File: src/rtl/buzzer_ctrl.sv
// Shared piezo buzzer arbiter: latches one-cycle beep requests, grants by fixed
// priority (bit 0 highest) and plays the owner's burst/silence/gap pattern.
module buzzer_ctrl #(
  parameter int TICK_DIV  = 50,
  parameter int TONE_HALF = 5,
  parameter int ON_TICKS  = 10,
  parameter int OFF_TICKS = 10,
  parameter int GAP_TICKS = 20
) (
  input  logic       clk,
  input  logic       rst,
  input  logic [2:0] req,
  input  logic       en,
  output logic       buzzer,
  output logic [2:0] grant,
  output logic       busy,
  output logic       done
);

  localparam int MAX_TICKS = (ON_TICKS > OFF_TICKS) ?
                             ((ON_TICKS > GAP_TICKS) ? ON_TICKS : GAP_TICKS) :
                             ((OFF_TICKS > GAP_TICKS) ? OFF_TICKS : GAP_TICKS);
  localparam int CYC_W  = $clog2(TICK_DIV) + 1;
  localparam int TICK_W = $clog2(MAX_TICKS) + 1;
  localparam int TONE_W = $clog2(TONE_HALF) + 1;
  localparam int BEEP_W = 3;

  typedef enum logic [1:0] {
    S_IDLE = 2'd0,
    S_ON   = 2'd1,
    S_OFF  = 2'd2,
    S_GAP  = 2'd3
  } state_t;

  state_t              state_q, state_d;
  logic [2:0]          pending_q, pending_d;
  logic [2:0]          grant_q, grant_d;
  logic [BEEP_W-1:0]   beeps_q, beeps_d;
  logic [CYC_W-1:0]    cyc_q, cyc_d;
  logic [TICK_W-1:0]   tick_q, tick_d;
  logic [TONE_W-1:0]   tone_cnt_q, tone_cnt_d;
  logic                tone_q, tone_d;
  logic                buzzer_q, buzzer_d;
  logic                busy_q, busy_d;
  logic                done_q, done_d;

  logic [2:0]          clr_s;
  logic                enter_s;
  logic                phase_end_s;
  logic [TICK_W-1:0]   phase_last_s;

  // Last tick index of the phase currently being timed.
  always_comb begin
    phase_last_s = {TICK_W{1'b0}};
    case (state_q)
      S_ON:    phase_last_s = TICK_W'(ON_TICKS - 1);
      S_OFF:   phase_last_s = TICK_W'(OFF_TICKS - 1);
      S_GAP:   phase_last_s = TICK_W'(GAP_TICKS - 1);
      default: phase_last_s = {TICK_W{1'b0}};
    endcase
  end

  assign phase_end_s = (state_q != S_IDLE) &&
                       (cyc_q == CYC_W'(TICK_DIV - 1)) &&
                       (tick_q == phase_last_s);

  // Next-state, arbitration and output computation.
  always_comb begin
    state_d   = state_q;
    grant_d   = grant_q;
    beeps_d   = beeps_q;
    done_d    = 1'b0;
    clr_s     = 3'b000;
    enter_s   = 1'b0;

    case (state_q)
      S_IDLE: begin
        if (pending_q != 3'b000) begin
          if (pending_q[0]) begin
            grant_d = 3'b001;
            beeps_d = BEEP_W'(3);
          end else if (pending_q[1]) begin
            grant_d = 3'b010;
            beeps_d = BEEP_W'(2);
          end else begin
            grant_d = 3'b100;
            beeps_d = BEEP_W'(1);
          end
          clr_s   = grant_d;
          state_d = S_ON;
          enter_s = 1'b1;
        end else begin
          state_d = S_IDLE;
        end
      end
      S_ON: begin
        if (phase_end_s) begin
          beeps_d = beeps_q - BEEP_W'(1);
          state_d = (beeps_q == BEEP_W'(1)) ? S_GAP : S_OFF;
          enter_s = 1'b1;
        end else begin
          state_d = S_ON;
        end
      end
      S_OFF: begin
        if (phase_end_s) begin
          state_d = S_ON;
          enter_s = 1'b1;
        end else begin
          state_d = S_OFF;
        end
      end
      S_GAP: begin
        if (phase_end_s) begin
          state_d = S_IDLE;
          grant_d = 3'b000;
          done_d  = 1'b1;
          enter_s = 1'b1;
        end else begin
          state_d = S_GAP;
        end
      end
      default: begin
        state_d = S_IDLE;
        grant_d = 3'b000;
      end
    endcase

    // A request on the granting edge survives the clear, so it is served again.
    pending_d = (pending_q & ~clr_s) | req;

    if (enter_s || (state_d == S_IDLE)) begin
      cyc_d  = {CYC_W{1'b0}};
      tick_d = {TICK_W{1'b0}};
    end else if (cyc_q == CYC_W'(TICK_DIV - 1)) begin
      cyc_d  = {CYC_W{1'b0}};
      tick_d = tick_q + TICK_W'(1);
    end else begin
      cyc_d  = cyc_q + CYC_W'(1);
      tick_d = tick_q;
    end

    if (state_d != S_ON) begin
      tone_d     = 1'b0;
      tone_cnt_d = {TONE_W{1'b0}};
    end else if (enter_s) begin
      tone_d     = 1'b1;
      tone_cnt_d = {TONE_W{1'b0}};
    end else if (tone_cnt_q == TONE_W'(TONE_HALF - 1)) begin
      tone_d     = ~tone_q;
      tone_cnt_d = {TONE_W{1'b0}};
    end else begin
      tone_d     = tone_q;
      tone_cnt_d = tone_cnt_q + TONE_W'(1);
    end

    buzzer_d = (state_d == S_ON) & tone_d & en;
    busy_d   = (state_d != S_IDLE);
  end

  // State and output registers; reset aborts any pattern in progress.
  always_ff @(posedge clk or negedge rst) begin
    if (!rst) begin
      state_q    <= S_IDLE;
      pending_q  <= 3'b000;
      grant_q    <= 3'b000;
      beeps_q    <= {BEEP_W{1'b0}};
      cyc_q      <= {CYC_W{1'b0}};
      tick_q     <= {TICK_W{1'b0}};
      tone_cnt_q <= {TONE_W{1'b0}};
      tone_q     <= 1'b0;
      buzzer_q   <= 1'b0;
      busy_q     <= 1'b0;
      done_q     <= 1'b0;
    end else begin
      state_q    <= state_d;
      pending_q  <= pending_d;
      grant_q    <= grant_d;
      beeps_q    <= beeps_d;
      cyc_q      <= cyc_d;
      tick_q     <= tick_d;
      tone_cnt_q <= tone_cnt_d;
      tone_q     <= tone_d;
      buzzer_q   <= buzzer_d;
      busy_q     <= busy_d;
      done_q     <= done_d;
    end
  end

  assign buzzer = buzzer_q;
  assign grant  = grant_q;
  assign busy   = busy_q;
  assign done   = done_q;

endmodule

File: config.mk
export PLATFORM = sky130hd
export DESIGN_NAME = buzzer_ctrl
export DESIGN_NICKNAME = d
export VERILOG_FILES = /design/src/rtl/buzzer_ctrl.sv
export SDC_FILE = /design/constraint.sdc
export NUM_CORES = 1
export LEC_CHECK = 0
export CORE_MARGIN = 1.5
export CORE_UTILIZATION = 58
export DETAILED_ROUTE_END_ITERATION = 7
export HOLD_SLACK_MARGIN = 0.02
export PLACE_DENSITY_LB_ADDON = 0.2
export SLEW_MARGIN = 20
export SYNTH_ARGS = -nofsm -noshare
export SYNTH_HDL_FRONTEND = slang
export SYNTH_SLANG_ARGS = --single-unit
File: constraint.sdc
create_clock -name clk -period 3.1 [get_ports clk]
set_input_delay 0.62 -clock clk [delete_from_list [all_inputs] [get_ports clk]]
set_output_delay 0.62 -clock clk [all_outputs]
set_load 0.03 [all_outputs]
==> out/metrics.yaml, run 1 <==
critical_path:
  crit_arrival_ps: 3040
  critical_path.slowest_cell: "sky130_fd_sc_hd__nor4_2"
  timing.critical_path.cells: "inv_1 -> ha_1 -> or3_1 -> nor4_2 -> a211oi_2 -> or2_2 -> a2111oi_1"
  end_kind: "register"
  r2r_setup_slk_ps: 270
  cpLargestDelayFamily: "simple AND/OR/NAND/NOR gates"
  worstPathMaxFanout: 15
  path_buf_inv: 1
  timing.critical_path.required_ps: 3310
  critPathMaxStageDelay_ps: 510
  kind_of_critical_path: "register to register"
  worst_setup_path_start_kind: "register"
logic_synthesis:
  ys.warnings.count: 0
  synth_top_area_cell: "sky130_fd_sc_hd__dfrtp_1"
  syn-instance-count: 175
  synth_seq_cells: 32
  synthFlopType: "sky130_fd_sc_hd__dfrtp_1"
  post_syn_area_um2: 1860
  synth_cell_types: 48
  synth-edff-count: 0
  synth_top_area_share_pct: 43.2
  async_flop_share_pct: 100
  mappedNetlistNets: 193
  synthesis.area_per_instance_um2: 10.6
  yosysSeqAreaShare_pct: 43.2
  yosys-top-cells-area: "sky130_fd_sc_hd__dfrtp_1 43%, sky130_fd_sc_hd__ha_1 8.1%, sky130_fd_sc_hd__xor2_1 4.7%"
die:
  placeableCoreArea_um2: 3050
  die_w_um: 59.6
  top_level_ports: 12
  floorplan.rows: 20
  floorplan.die.height_um: 59.6
  initial_utilization_pct: 60.8
  die_area_um2: 3550
timing:
  timing.fmax_mhz: 354
  max_slew.worst_pin.slew_ps: 521
  period_needed_ps: 2830
  finalSetupViolations: 0
  worst_clock_skew_ps: 12.8
  hold_violations: 0
  fin_setup_tns_ps: 0
  timing.slew.headroom_pct: 65.0
  timing.final.max_slew_violations: 0
  rsz_0062_raised_after_global_routing: "no"
  finalCritPeriodShare_pct: 91.1
power_and_ir_drop:
  peakVddDrop_mv: 0.378
  power_density_nw_per_um2: 548
  totalPowerFinal_mw: 1.13
  p_leak_nw: 0.875
drt:
  drt-wirelength-per-cell_um: 14.9
  drc_errors: 0
  detailedRoute.firstIterationViolations: 92
  totalWireLength_mm: 3.47
  antenna_left: 0
  viasPerCell: 5.83
  drt_pass1_iterations: 4
  routed-via-count: 1358
placement:
  dpl-instance-area_um2: 2000
  io_buffers: 11
  dp_hpwl_mm: 2.52
  gp_congestion: 0.850
cts:
  total_number_of_h_tree_levels: 2
  clock_sink_count: 32
  root_buffer: "sky130_fd_sc_hd__clkbuf_4"
  postCtsHoldBufs: 0
  worst_skew_late_latency_ps: 340
  tritoncts: "yes"
  clk_path_buf_depth: 2
  clk_transition_reported_paths_ps: 100
  cts_made_buffers: 5
hold_path:
  min_path_type: "register to register"
global_route:
  vias_in_the_first_global_route: 1397
  grt_first_pass_wirelength_mm: 6.24
  overflow: 0
  number_of_antenna_violations_at_the_first_check_in_global_routing: 0
  grt_max_degree: 33
  global_route.usage.total_pct: 24.0
layout:
  final_nets: 207
  postLayoutCellArea_um2: 2060
  most_common_cell_after_layout_fill_and_taps_aside: "sky130_fd_sc_hd__dfrtp_1"
  final_cell_mix: "32 x sky130_fd_sc_hd__dfrtp_1, 14 x sky130_fd_sc_hd__inv_1, 12 x sky130_fd_sc_hd__ha_1"
  layout-drive-gt1-share_pct: 13.2
  num_antenna_cells: 0
  layout-area-overhead-vs-synth_pct: 11.1
flow_run:
  max_cap_violations: 0
run_status:
  status: "complete, no violations"
## final timing paths
kind                            startpoint      endpoint  cells after the start
worst max-delay path            state_q[0]      cyc_q[2]                      7
worst min-delay path              cyc_q[0]      cyc_q[0]                      1
worst max register to register  state_q[0]      cyc_q[2]                      7
worst min register to register    cyc_q[0]      cyc_q[0]                      1
max in group asynchronous              rst      cyc_q[3]                      2
min in group asynchronous              rst  pending_q[0]                      2
## state kept, by name, indices dropped and copies added (netlist names)
register	flops
busy	1
buzzer	1
tone_cnt_q	4
cyc_q	7
state_q	2
tone_q	1
grant	3
tick_q	6
pending_q	3
beeps_q	3
done	1
## power breakdown
part	switching, mW	total (mW)	internal [mW]
clock	0.139	0.268	0.128
sequential	0.0640	0.557	0.493
combinational	0.151	0.305	0.154
## repair_timing
action	CTS	global route
gates resized for setup	0	1
buffers inserted	0	0
setup endpoints to repair	0	6
## routing by layer
metal  track usage, %  vias up  part of all wire [%]
met1             29.2      668                    43
li1                 -      654                     -
met3             7.64        5                   4.1
met5                0        -                     0
met4             11.4        0                   1.6
met2             38.5       31                    52
## cell type report
cell class	count	area, um^2
Clock buffer	7	65.1
Fill cell	254	992
Inverter	15	56.3
Multi-Input combinational cell	119	936
Sequential cell	32	801
Tap cell	44	55.1
Timing Repair Buffer	16	148
## per-stage QoR
step	setup slack [ps]	util, %	std cells	hold slack, ps
final	275	67.5	233	502
after global routing	3.38	67.5	233	550
after CTS	98.3	67.5	233	505
after detailed placement	114	65.4	226	489
after global placement	324	65.4	226	479
after floorplan	627	-	175	324
## cell usage after synthesis, types with 2 or more instances
master                       n
sky130_fd_sc_hd__a2111oi_1   4
sky130_fd_sc_hd__a211oi_1    8
sky130_fd_sc_hd__a21o_1      3
sky130_fd_sc_hd__a21oi_1     8
sky130_fd_sc_hd__a311oi_1    2
sky130_fd_sc_hd__buf_2       3
sky130_fd_sc_hd__buf_6       2
sky130_fd_sc_hd__dfrtp_1    32
sky130_fd_sc_hd__ha_1       12
sky130_fd_sc_hd__inv_1      14
sky130_fd_sc_hd__mux2i_1     2
sky130_fd_sc_hd__nand2_1     7
sky130_fd_sc_hd__nand2b_1    2
sky130_fd_sc_hd__nand3_1     5
sky130_fd_sc_hd__nor2_1     11
sky130_fd_sc_hd__nor3_1      5
sky130_fd_sc_hd__nor4_1      2
sky130_fd_sc_hd__nor4b_1     3
sky130_fd_sc_hd__o21ai_0     2
sky130_fd_sc_hd__o2bb2ai_1   3
sky130_fd_sc_hd__or3_1       2
sky130_fd_sc_hd__xnor2_1     8
sky130_fd_sc_hd__xor2_1     10
## kinds of logic after synthesis
kind of cell             count (synthesis)  share of synthesized area, %
flip-flops                              32                          43.2
adder cells (fa/ha/maj)                 12                          8.09
AND/OR/NAND/NOR                         48                          15.2
XOR/XNOR                                18                          8.50
buffers and inverters                   24                          6.67
AO/OA/AOI/OAI                           38                          16.7
multiplexers                             3                          1.69
Power figures use the tool's default switching activity.
==> run 2, diff against run 1 <==
--- a/config.mk
+++ b/config.mk
@@ -8,6 +8,7 @@
 export CORE_MARGIN = 1.5
 export CORE_UTILIZATION = 58
 export DETAILED_ROUTE_END_ITERATION = 7
+export GPL_ROUTABILITY_DRIVEN = 0
 export HOLD_SLACK_MARGIN = 0.02
 export PLACE_DENSITY_LB_ADDON = 0.2
 export SLEW_MARGIN = 20
==> results of run 2 <==
No change in the layout: final DEF, timing and power equal those of run 1.
==> run 3, diff against run 2 <==
==> constraint.sdc (replaced) <==
create_clock -name clk -period 3.1 [get_ports clk]
set_input_delay 0.775 -clock clk [delete_from_list [all_inputs] [get_ports clk]]
set_output_delay 0.775 -clock clk [all_outputs]
set_load 0.03 [all_outputs]
==> results of run 3 <==
The final DEF is identical to that of run 1. Status: complete, no violations.
